### config.mk
export PLATFORM = sky130hd
export DESIGN_NAME = timer
export DESIGN_NICKNAME = d
export VERILOG_FILES = /design/src/rtl/timer_pkg.sv /design/src/rtl/timer_sat_up_counter.sv /design/src/rtl/timer.sv
export SDC_FILE = /design/constraint.sdc
export NUM_CORES = 1
export LEC_CHECK = 0
export ABC_AREA = 1
export BUFFER_PORTS_ARGS = -buffer_cell sky130_fd_sc_hd__clkbuf_2
export CAP_MARGIN = 20
export CORE_AREA = 2 2 39 41
export CTS_BUF_LIST = sky130_fd_sc_hd__clkbuf_2
export CTS_CLUSTER_SIZE = 30
export DETAILED_ROUTE_END_ITERATION = 8
export DIE_AREA = 0 0 41 43
export GPL_TIMING_DRIVEN = 0
export PLACE_DENSITY = 0.86
export SLEW_MARGIN = 20
export SYNTH_ARGS = -nofsm -noshare
export SYNTH_HDL_FRONTEND = slang
export SYNTH_SLANG_ARGS = --single-unit
### constraint.sdc
create_clock -name clk -period 2.3 [get_ports clk]
set_input_delay 0.46 -clock clk [delete_from_list [all_inputs] [get_ports clk]]
set_output_delay 0.46 -clock clk [all_outputs]
set_load 0.01 [all_outputs]
### src/rtl/timer_pkg.sv
// timer_pkg: card-level delay constants for the on-delay timer.
// Both delays assume a 1.28 us system clock.
package timer_pkg;

  // 2 s qualification delay
  localparam int TM2S_WIDTH  = 21;
  localparam int TM2S_TARGET = 1562500;

  // 4 s qualification delay
  localparam int TM4S_WIDTH  = 22;
  localparam int TM4S_TARGET = 3125000;

  // Widths used by simulation builds
  localparam int TM_SIM_WIDTH = 4;

endpackage : timer_pkg

### src/rtl/timer_sat_up_counter.sv
// timer_sat_up_counter: up counter with enable and synchronous clear.
// The counter stops at `limit` and never wraps.
module timer_sat_up_counter #(
  parameter int WIDTH = 8
) (
  input  logic             clk,
  input  logic             reset,
  input  logic             clear,
  input  logic             enable,
  input  logic [WIDTH-1:0] limit,
  output logic [WIDTH-1:0] count
);

  // Count register: reset/clear to zero, otherwise count up until limit.
  always_ff @(posedge clk) begin
    // NOTE: state registers use non-blocking assignment so every flop samples
    // the pre-edge values; blocking here would create order-dependent races.
    if (reset || clear) begin
      count <= '0;
    end else if (enable && (count < limit)) begin
      count <= count + WIDTH'(1);
    end
  end

endmodule : timer_sat_up_counter

### src/rtl/timer.sv
// timer: non-retentive on-delay (TON) timer.
// hit_target rises once `in` has been sampled high on `target` consecutive
// edges and falls combinationally with `in`.
// Optional build macro TIMER_ELAPSED_OUT_EN adds the `elapsed` and `running`
// observation ports; hit_target behaves identically either way.
module timer
  import timer_pkg::*;
#(
  parameter int WIDTH = 8
) (
  input  logic             clk,
  input  logic             reset,
  input  logic [WIDTH-1:0] target,
  input  logic             in,
`ifdef TIMER_ELAPSED_OUT_EN
  output logic [WIDTH-1:0] elapsed,
  output logic             running,
`endif
  output logic             hit_target
);

  logic [WIDTH-1:0] count;
  logic             reached;

  // A low sample clears the count; a high sample advances it up to target.
  // Lowering target below count simply freezes the count, and raising it
  // resumes counting from the current value.
  timer_sat_up_counter #(
    .WIDTH (WIDTH)
  ) u_counter (
    .clk    (clk),
    .reset  (reset),
    .clear  (~in),
    .enable (in),
    .limit  (target),
    .count  (count)
  );

  // Unsigned WIDTH-bit compare; target=0 makes the output follow `in`.
  assign reached    = (count >= target);
  assign hit_target = in & reached;

`ifdef TIMER_ELAPSED_OUT_EN
  assign elapsed = count;
  assign running = in & ~reached;
`endif

endmodule : timer

==> results of run 1 <==
## synth_stat cells
cell	instances
nand2_1	31
inv_1	30
nor2_1	12
ha_1	9
dfxtp_1	8
nand3_1	8
nand4_1	7
nand2_2	3
a21oi_1	2
buf_6	2
nor2_2	2
nor2_4	2
a21o_1	1
a21oi_2	1
nor3_2	1
o21ai_0	1
## cells in the final DEF, fill, tap and decap left out
master	count
a21oi_1	2
nor2_1	12
a21oi_2	1
nor3_2	1
nand2_2	3
o21ai_0	1
dfxtp_2	1
buf_6	2
nand3_1	8
nor2_2	2
nor2_4	2
ha_1	9
a21o_1	1
inv_1	30
nand4_1	7
dfxtp_1	7
nand2_1	31
clkbuf_2	14
## final cells by class
class | count | area share, %
multi-input combinational | 80 | 53.9
sequential | 8 | 19.2
inverter | 30 | 13.4
timing repair buffer | 11 | 6.56
buffer | 2 | 2.68
tap | 16 | 2.38
clock buffer | 3 | 1.79
## repair_timing
action / 4_1_cts / 5_1_grt
gates resized for setup: 0 / 1
setup buffers: 0 / 0
hold buffers: 0 / 0
setup endpoints to repair: 0 / 1
## worst min path at each step
stage | startpoint | to | depth (start not counted)
3_5_place_dp | u_counter.count[2]$_SDFFE_PP0P_ | u_counter.count[2]$_SDFFE_PP0P_ | 2
3_3_place_gp | u_counter.count[2]$_SDFFE_PP0P_ | u_counter.count[2]$_SDFFE_PP0P_ | 2
6_report | in | u_counter.count[2]$_SDFFE_PP0P_ | 3
4_1_cts | u_counter.count[2]$_SDFFE_PP0P_ | u_counter.count[2]$_SDFFE_PP0P_ | 2
5_1_grt | in | u_counter.count[2]$_SDFFE_PP0P_ | 3
2_1_floorplan | u_counter.count[2]$_SDFFE_PP0P_ | u_counter.count[2]$_SDFFE_PP0P_ | 2
## logic make-up (layout without fill, tap and decap cells)
family	Yosys count	in the layout	synth area share (%)
buffers and inverters	32	46	18.1
AO/OA/AOI/OAI	5	5	4.18
AND/OR/NAND/NOR	66	66	41.3
flip-flops	8	8	21.4
adder cells (fa/ha/maj)	9	9	15.1
## report_power, final
group / internal (mW) / switching [mW]
combinational: 0.0172 / 0.0209
clock: 0.0355 / 0.0566
sequential: 0.141 / 0.00233
total: 0.193 / 0.0798
## tightest hold or removal path, stage by stage
cell and delay (ns):
clkbuf_2 0.13, nand4_1 0.10, a21oi_1 0.06
## per-stage QoR
stage | setup WS [ns] | utilization, %
floorplan | 0.450 | -
global placement | 0.214 | 59.5
detailed placement | 0.188 | 59.5
CTS | 0.102 | 60.6
global route | 0.0114 | 60.7
finish | 0.151 | 60.7
## metal layers
layer	vias up	global-route usage, %	part of all wire, %
li1	395	-	-
met1	343	22.8	48
met2	20	32.2	46
met3	5	3.14	3.8
met4	0	10.0	2.2
met5	-	0	0
==> run metrics, run 1 <==
grt total ovfl=0; Ant. Diodes=0; Area after DPL=823 sq um; Post-DP HPWL=~1.1 mm; CP startpoint=u_counter.count[2]$_SDFFE_PP0P_; Worst EP arrival=between 1.5 and 2 ns; I/O pin count=12; CP Data Required Time=~1.8 ns; maximum VDD drop=just over 0.0002 V; count of final setup violators=0; RSZ-0062 raised after global routing=no; average size of a mapped cell=between 6 and 7 sq um; Largest register FFs=8; Total Power=0.273 mW; gr usage total=between 10% and 20%; flip-flop and latch area=roughly 160 sq um; max-slew violation count=0; number of H-tree levels=1; top-area cell type share of the netlist area=21.4%; worst path bufs/invs=4; Slowest-stage cell, CP=dfxtp_1; DRT antenna net count=0; hold slack=about 0.53 ns; setup TNS=0 ns; first-pass GRT wire length=around 2.4 mm; Worst path most repeated cell=nand2_1; Critical Path Max Stage Delay=approximately 0.42 ns; Ys Warns=0; Die Span Y=43 microns; CP Capture Type=primary output; DRC Markers=0; Die Width=41 microns; synthesized area=around 750 sq um; # fillers=around 130; Leak=0.462 nW; final RePlAce weighted congestion=~0.80; row cnt=14; Worst Reg-to-Reg Cells=9; Post-Route Skew=0.00925 ns; Hold Fails Final Rpt=0; largest net degree at the start of global routing=11; drt pass-1 iters=4; I/O Buffers=11; critical path class=reg2out; final non-filler cell total=150; Worst path top cell family by delay=simple AND/OR/NAND/NOR gates; status=finished, final reports clean; Fmax=465 MHz; clk slew on worst S/H paths=0.09 ns; largest registers=u_counter.count x8; Worst Max-Slew Pin Slew=about 0.53 ns; fin crit share=between 90 and 100%; syn_nets=140; Via density=~5.1; critical path depth=12; vias in the first global route=roughly 660; Yosys reg bits=8; Crit Path Max Fanout=5; Largest Register=u_counter.count; CORE AREA=roughly 0.0014 sq mm; via count=around 760; Final nets=between 150 and 200; Slew HR=between 60 and 70%; CTS Buf Count=3; crit start category=flop; CTS Root Cell=clkbuf_2; clk sink count=8; Iter 0 DRT Violations=9; post-synthesis cell type count=16; initial antenna violation count=0; Worst R2R Setup Slack=0.83 ns; initial core utilization=a little over half; insertion delay to the later sink of the worst-skew pair=approximately 0.26 ns; Worst R2R End=u_counter.count[4]$_SDFFE_PP0P_; Max-Cap Viols=0; TritonCTS clock tree=done; layout cells sized above 1=between 15 and 20%; placed cell count=147; post-route minimum period=2.15 ns; Hold Crit Class=in2reg; Layout Area Growth over Synthesis=12.2%; multi-input logic area=453 sq um; CP cell instances=ha_1 > nand2_1 > inv_1 > nand2_1 > nand2_1 > nand2_2 > nand2_1 > inv_1 > nand2_1 > nand2_1 > inv_1 > clkbuf_2; Die ar.=about 0.0018 sq mm; WL/cell=a little over 9 microns; power density over the cells=about 330 mW/mm^2; crit path capture=hit_target; worst r2r src=u_counter.count[5]$_SDFFE_PP0P_; Synth area leader=dfxtp_1; Routed WL=~1.4 mm; synth top area cells=dfxtp_1, nand2_1, ha_1; Seq/Total Area, Yosys=21.4%; post-synthesis cell count=120; Post-Layout Inst Area=roughly 840 sq um; Clock Path Buffers=2
No activity file was read; power rests on OpenSTA's default activity.
==> inputs of run 2 (changes only) <==
--- a/config.mk
+++ b/config.mk
@@ -6,11 +6,10 @@
 export NUM_CORES = 1
 export LEC_CHECK = 0
 export ABC_AREA = 1
-export BUFFER_PORTS_ARGS = -buffer_cell sky130_fd_sc_hd__clkbuf_2
+export BUFFER_PORTS_ARGS = -buffer_cell sky130_fd_sc_hd__buf_2
 export CAP_MARGIN = 20
 export CORE_AREA = 2 2 39 41
 export CTS_BUF_LIST = sky130_fd_sc_hd__clkbuf_2
-export CTS_CLUSTER_SIZE = 30
 export DETAILED_ROUTE_END_ITERATION = 8
 export DIE_AREA = 0 0 41 43
 export GPL_TIMING_DRIVEN = 0
==> run 2 against run 1 <==
Net effect:
- sequential power hardly changed
- total power down 3.3%
- global-route usage shrank 0.42 points
- cell count unchanged
- fmax up 0.82%
- clock power decreased by 9.7%
- clock-buffer cell count is the same
- routed wire length shrank 4.2%
==> run metrics, run 2 (synthesis gave the netlist of run 1 again) <==
I/O Buffers=11 (unchanged); grt total ovfl=0 (unchanged); Die Width=41 microns (unchanged); via count=724 (-5.1%); drt pass-1 iters=4 (unchanged); Final WS setup=0.169 ns (+0.0175 ns); Largest register FFs=8 (unchanged); Final nets=156 (unchanged); critical path class=reg2out; DRT antenna net count=0 (unchanged); Iter 0 DRT Violations=6 (-3); final RePlAce weighted congestion=0.802 (about the same); Largest Register=u_counter.count; Layout Area Growth over Synthesis=12.4%; RSZ-0062 raised after global routing=no; CP cell instances=ha_1 > nand2_1 > a21oi_2 > nor2_4 > nand2_1 > inv_1 > nand2_1 > nand2_1 > inv_1 > buf_2; number of H-tree levels=1 (unchanged); Place WS=0.186 ns (-0.00206 ns); Routed WL=1.34 mm (-4.2%); post-route minimum period=2.13 ns (-0.0175 ns); CP Data Required Time=1.84 ns (about the same); Post-DP HPWL=1.09 mm (-3.2%); crit start category=flop; gr usage total=19.1% (-0.42 points); I/O pin count=12 (unchanged); Die ar.=0.00176 sq mm (unchanged); clk slew on worst S/H paths=0.08 ns (about the same); Total Power=0.264 mW (-3.3%); Logic pwr share=14.3% (+0.3 points); layout cells sized above 1=20.1% (+0.75 points); Crit Path Max Fanout=6 (+1); CP Capture Type=primary output; cts hold-fix bufs=0 (unchanged); Fmax=469 MHz (+0.82%); Leak=0.461 nW (-0.16%); fin crit share=92.7% (-0.76 points); Via density=4.83 (-5.1%); count of final setup violators=0 (unchanged); Worst Max-Slew Pin Slew=0.523 ns (-0.00308 ns); initial antenna violation count=0 (unchanged); Max-Cap Viols=0 (unchanged); Worst EP arrival=1.67 ns (-0.02 ns); Sw Pwr=0.0709 mW (-11%); first-pass GRT wire length=2.29 mm (-5.2%); insertion delay to the later sink of the worst-skew pair=0.24 ns (-0.02 ns); Seq pwr share=54.2% (+1.9 points); most common cell after layout, fill and taps aside=nand2_1; post-cts sizing count=0 (unchanged); initial core utilization=54.1% (unchanged); TritonCTS clock tree=done; Post-Route Skew=0.00407 ns (-0.00518 ns); Hold Fails Final Rpt=0 (unchanged); max-slew violation count=0 (unchanged); DRC Markers=0 (unchanged); Clock Path Buffers=2 (unchanged); largest net degree at the start of global routing=11 (unchanged); setup TNS=0 ns (unchanged); Slew HR=65.0% (+0.21 points); Worst R2R Setup Slack=0.83 ns (about the same); largest registers=u_counter.count x8; power density over the cells=314 mW/mm^2 (-3.4%); Hold Crit Class=reg2reg; Critical Path Max Stage Delay=0.44 ns (+0.02 ns); CTS Buf Count=3 (unchanged); sw frac=26.8% (-2.4 points); Ant. Diodes=0 (unchanged); status=finished, final reports clean; clk sink count=8 (unchanged); vias in the first global route=626 (-4.4%); Slowest-stage cell, CP=dfxtp_1; Die Span Y=43 microns (unchanged); row cnt=14 (unchanged); Worst path most repeated cell=nand2_1; Clk pwr share=31.5% (-2.2 points); final core occ=60.8% (+0.090 points); internal power=0.193 mW (about the same); most frequent cells in the layout=nand2_1, inv_1, nor2_1; CORE AREA=0.00138 sq mm (unchanged); maximum VDD drop=0.000245 V (+20%); Setup Fix Bufs, Post-CTS=0 (unchanged); CTS Root Cell=clkbuf_2; WL/cell=8.93 microns (-4.2%)
[run 2: power groups by stage]
stage	Sequential, mW	Clock (mW)	Combinational [mW]
after floorplan	0.146	0	0.0244
after global placement	0.146	0	0.0362
after detailed placement	0.146	0	0.0382
after CTS	0.143	0.0897	0.0383
after global routing	0.143	0.0984	0.0464
final	0.143	0.0832	0.0378
[run 2: worst max-delay path, delay by kind of cell, from the launching register on]
| family | cells | cell delay [ns] |
|---|---|---|
| fa+ha+maj | 1 | 0.28 |
| simple gates | 5 | 0.42 |
| compound gates | 1 | 0.06 |
| buf+inv | 3 | 0.23 |
| flops | 1 | 0.44 |
[run 2: area by class of cell]
type / instances / area, sq um
sequential: 8 / 163
clock buffer: 3 / 15.0
buffer: 2 / 22.5
multi-input combinational: 80 / 453
inverter: 30 / 113
tap: 16 / 20.0
timing repair buffer: 11 / 55.1
fill: 132 / 543
[run 2: path summary, 6_finish.rpt]
check                                          to  depth (start not counted)                       startpoint
setup / recovery                       hit_target                         10  u_counter.count[5]$_SDFFE_PP0P_
hold / removal    u_counter.count[2]$_SDFFE_PP0P_                          2  u_counter.count[2]$_SDFFE_PP0P_
setup reg to reg  u_counter.count[1]$_SDFFE_PP0P_                          8  u_counter.count[5]$_SDFFE_PP0P_
hold reg to reg   u_counter.count[2]$_SDFFE_PP0P_                          2  u_counter.count[2]$_SDFFE_PP0P_
[run 2: stage by stage]
step / area, sq um / std cells / hold WS [ns]
after CTS: 838 / 150 / 0.519
after detailed placement: 823 / 147 / 0.512
after global routing: 841 / 150 / 0.508
after floorplan: 748 / 120 / 0.466
final: 841 / 150 / 0.491
after global placement: 823 / 147 / 0.491
[run 2: metal layers]
| metal | vias to the layer above | share of wire [%] | global-route usage, % | wire length (microns) |
|---|---|---|---|---|
| li1 | 397 | - | - | - |
| met1 | 313 | 47 | 22.7 | 630 |
| met2 | 12 | 48 | 29.1 | 647 |
| met3 | 2 | 3.9 | 4.71 | 52 |
| met4 | 0 | 0.67 | 12.0 | 9 |
| met5 | - | 0 | 0 | 0 |
==> inputs of run 3 (changes only) <==
--- a/config.mk
+++ b/config.mk
@@ -13,6 +13,7 @@
 export DETAILED_ROUTE_END_ITERATION = 8
 export DIE_AREA = 0 0 41 43
 export GPL_TIMING_DRIVEN = 0
+export MAX_ROUTING_LAYER = met4
 export PLACE_DENSITY = 0.86
 export SLEW_MARGIN = 20
 export SYNTH_ARGS = -nofsm -noshare
==> constraint.sdc (replaced) <==
create_clock -name clk -period 2.3 [get_ports clk]
set_input_delay 0.46 -clock clk [delete_from_list [all_inputs] [get_ports clk]]
set_output_delay 0.46 -clock clk [all_outputs]
set_load 0.05 [all_outputs]
==> run 3 against run 2 <==
Net effect:
- clock skew is essentially flat
- combinational power rose by 1%
- sequential share of layout area decreased by 0.20 points
- clock-buffer cell count unchanged
- worst setup slack got worse by 0.0099 ns
- non-clock buffer count unchanged
- largest power group unchanged
==> run metrics, run 3 (synthesis gave the netlist of run 1 again) <==
drt pass-1 iters=4 (unchanged); post-route minimum period=2.14 ns (+0.00988 ns); Final nets=156 (unchanged); CORE AREA=0.00138 sq mm (unchanged); CP Capture Type=primary output; insertion delay to the later sink of the worst-skew pair=0.24 ns (about the same); Setup Fix Bufs, Post-CTS=0 (unchanged); largest net degree at the start of global routing=11 (unchanged); critical path class=reg2out; Total Power=0.265 mW (+0.17%); fin crit share=93.1% (+0.43 points); Layout Area Growth over Synthesis=13.5%; Slowest-stage cell, CP=dfxtp_1; Hold Fails Final Rpt=0 (unchanged); CP Data Required Time=1.84 ns (about the same); final RePlAce weighted congestion=0.813 (+1.4%); hold path cells=2 (unchanged); Hold Crit Class=reg2reg; Slew HR=64.8% (-0.25 points); Largest Register=u_counter.count; Die ar.=0.00176 sq mm (unchanged); TritonCTS clock tree=done; Post-DP HPWL=1.09 mm (unchanged); DRC Markers=0 (unchanged); CTS Root Cell=clkbuf_2; Worst path top cell family by delay=flip-flops; maximum VDD drop=0.000245 V (about the same); Die Span Y=43 microns (unchanged); initial core utilization=54.1% (unchanged); Worst Max-Slew Pin Slew=0.527 ns (+0.00370 ns); Worst path most repeated cell=nand2_1; Worst Reg-to-Reg Cells=8 (unchanged); grt total ovfl=0 (unchanged); final core occ=61.4% (+0.63 points); Ant. Diodes=0 (unchanged); largest registers=u_counter.count x8; initial antenna violation count=0 (unchanged); most frequent cells in the layout=inv_1, nand2_1, nor2_1; I/O Buffers=11 (unchanged); DRT antenna net count=0 (unchanged); Largest register FFs=8 (unchanged); clk slew on worst S/H paths=0.08 ns (about the same); Post-Route Skew=0.00413 ns (+0.0000580 ns); count of final setup violators=0 (unchanged); gr usage total=19.6% (+0.47 points); row cnt=14 (unchanged); critical path depth=10 (unchanged); status=finished, final reports clean; CTS Buf Count=3 (unchanged); clk sink count=8 (unchanged); Fmax=467 MHz (-0.46%); WL/cell=8.99 microns (+0.67%); hold slack=0.491 ns (-0.0000380 ns); Routed WL=1.35 mm (+0.67%); first-pass GRT wire length=2.29 mm (unchanged); max-slew violation count=0 (unchanged); Critical Path Max Stage Delay=0.44 ns (about the same); Crit Path Max Fanout=6 (unchanged); Clock Path Buffers=2 (unchanged); Max-Cap Viols=0 (unchanged); Leak=0.461 nW (about the same); crit start category=flop; layout cells sized above 1=20.9% (+0.75 points); power density over the cells=311 mW/mm^2 (-0.87%); # fillers=130 (-1.5%); worst path bufs/invs=3 (unchanged); I/O pin count=12 (unchanged); number of H-tree levels=1 (unchanged); CP cell instances=ha_1 > nand2_1 > a21oi_2 > nor2_4 > nand2_2 > inv_1 > nand2_1 > nand2_1 > inv_1 > buf_6; cts hold-fix bufs=0 (unchanged); vias in the first global route=626 (unchanged); Iter 0 DRT Violations=8 (+2); Worst EP arrival=1.68 ns (about the same); Via density=4.83 (+0.14%); via count=725 (+0.14%); Die Width=41 microns (unchanged)
-- run 3: timing repair --
item / 4_1_cts / 5_1_grt
setup endpoints to repair: 0 / 1
hold endpoints to repair: 0 / 0
gates resized for setup: 0 / 6
-- run 3: worst paths after layout --
path | slack, ns | from | endpoint
max reg2reg | 0.82 | u_counter.count[5]$_SDFFE_PP0P_ | u_counter.count[1]$_SDFFE_PP0P_
min reg2reg | 0.49 | u_counter.count[2]$_SDFFE_PP0P_ | u_counter.count[2]$_SDFFE_PP0P_
min | 0.49 | u_counter.count[2]$_SDFFE_PP0P_ | u_counter.count[2]$_SDFFE_PP0P_
max | 0.16 | u_counter.count[5]$_SDFFE_PP0P_ | hit_target
-- run 3: worst min-delay path: stages, from the launching register on --
cell     delay, ns
dfxtp_2       0.35
inv_1         0.05
a21oi_1       0.06
-- run 3: area by class of cell --
cell class / instances / area, sq um / area share (%)
multi-input combinational: 80 / 455 / 53.6
sequential: 8 / 163 / 19.1
inverter: 30 / 113 / 13.3
timing repair buffer: 11 / 61.3 / 7.22
buffer: 2 / 22.5 / 2.65
tap: 16 / 20.0 / 2.36
clock buffer: 3 / 15.0 / 1.77
-- run 3: report_power, final --
group          internal [mW]  switching, mW
logic                 0.0172         0.0211
registers              0.141        0.00243
clock network         0.0356         0.0477
total                  0.193         0.0712
-- run 3: routing by layer --
| metal | GRT usage (%) | part of all wire, % | vias up |
|---|---|---|---|
| met1 | 22.7 | 47 | 314 |
| met5 | - | 0 | - |
| met4 | 12.0 | 0.67 | 0 |
| met3 | 4.71 | 3.9 | 2 |
| li1 | - | - | 397 |
| met2 | 29.1 | 48 | 12 |
-- run 3: metrics by stage --
step / setup WS, ns / std cells / setup TNS (ns) / area, sq um
2_1_floorplan: 0.250 / 120 / 0 / 748
3_3_place_gp: 0.0895 / 147 / 0 / 823
3_5_place_dp: 0.0687 / 147 / 0 / 823
4_1_cts: 0.0143 / 150 / 0 / 838
5_1_grt: -0.00369 / 150 / -0.00369 / 850
6_report: 0.159 / 150 / 0 / 850
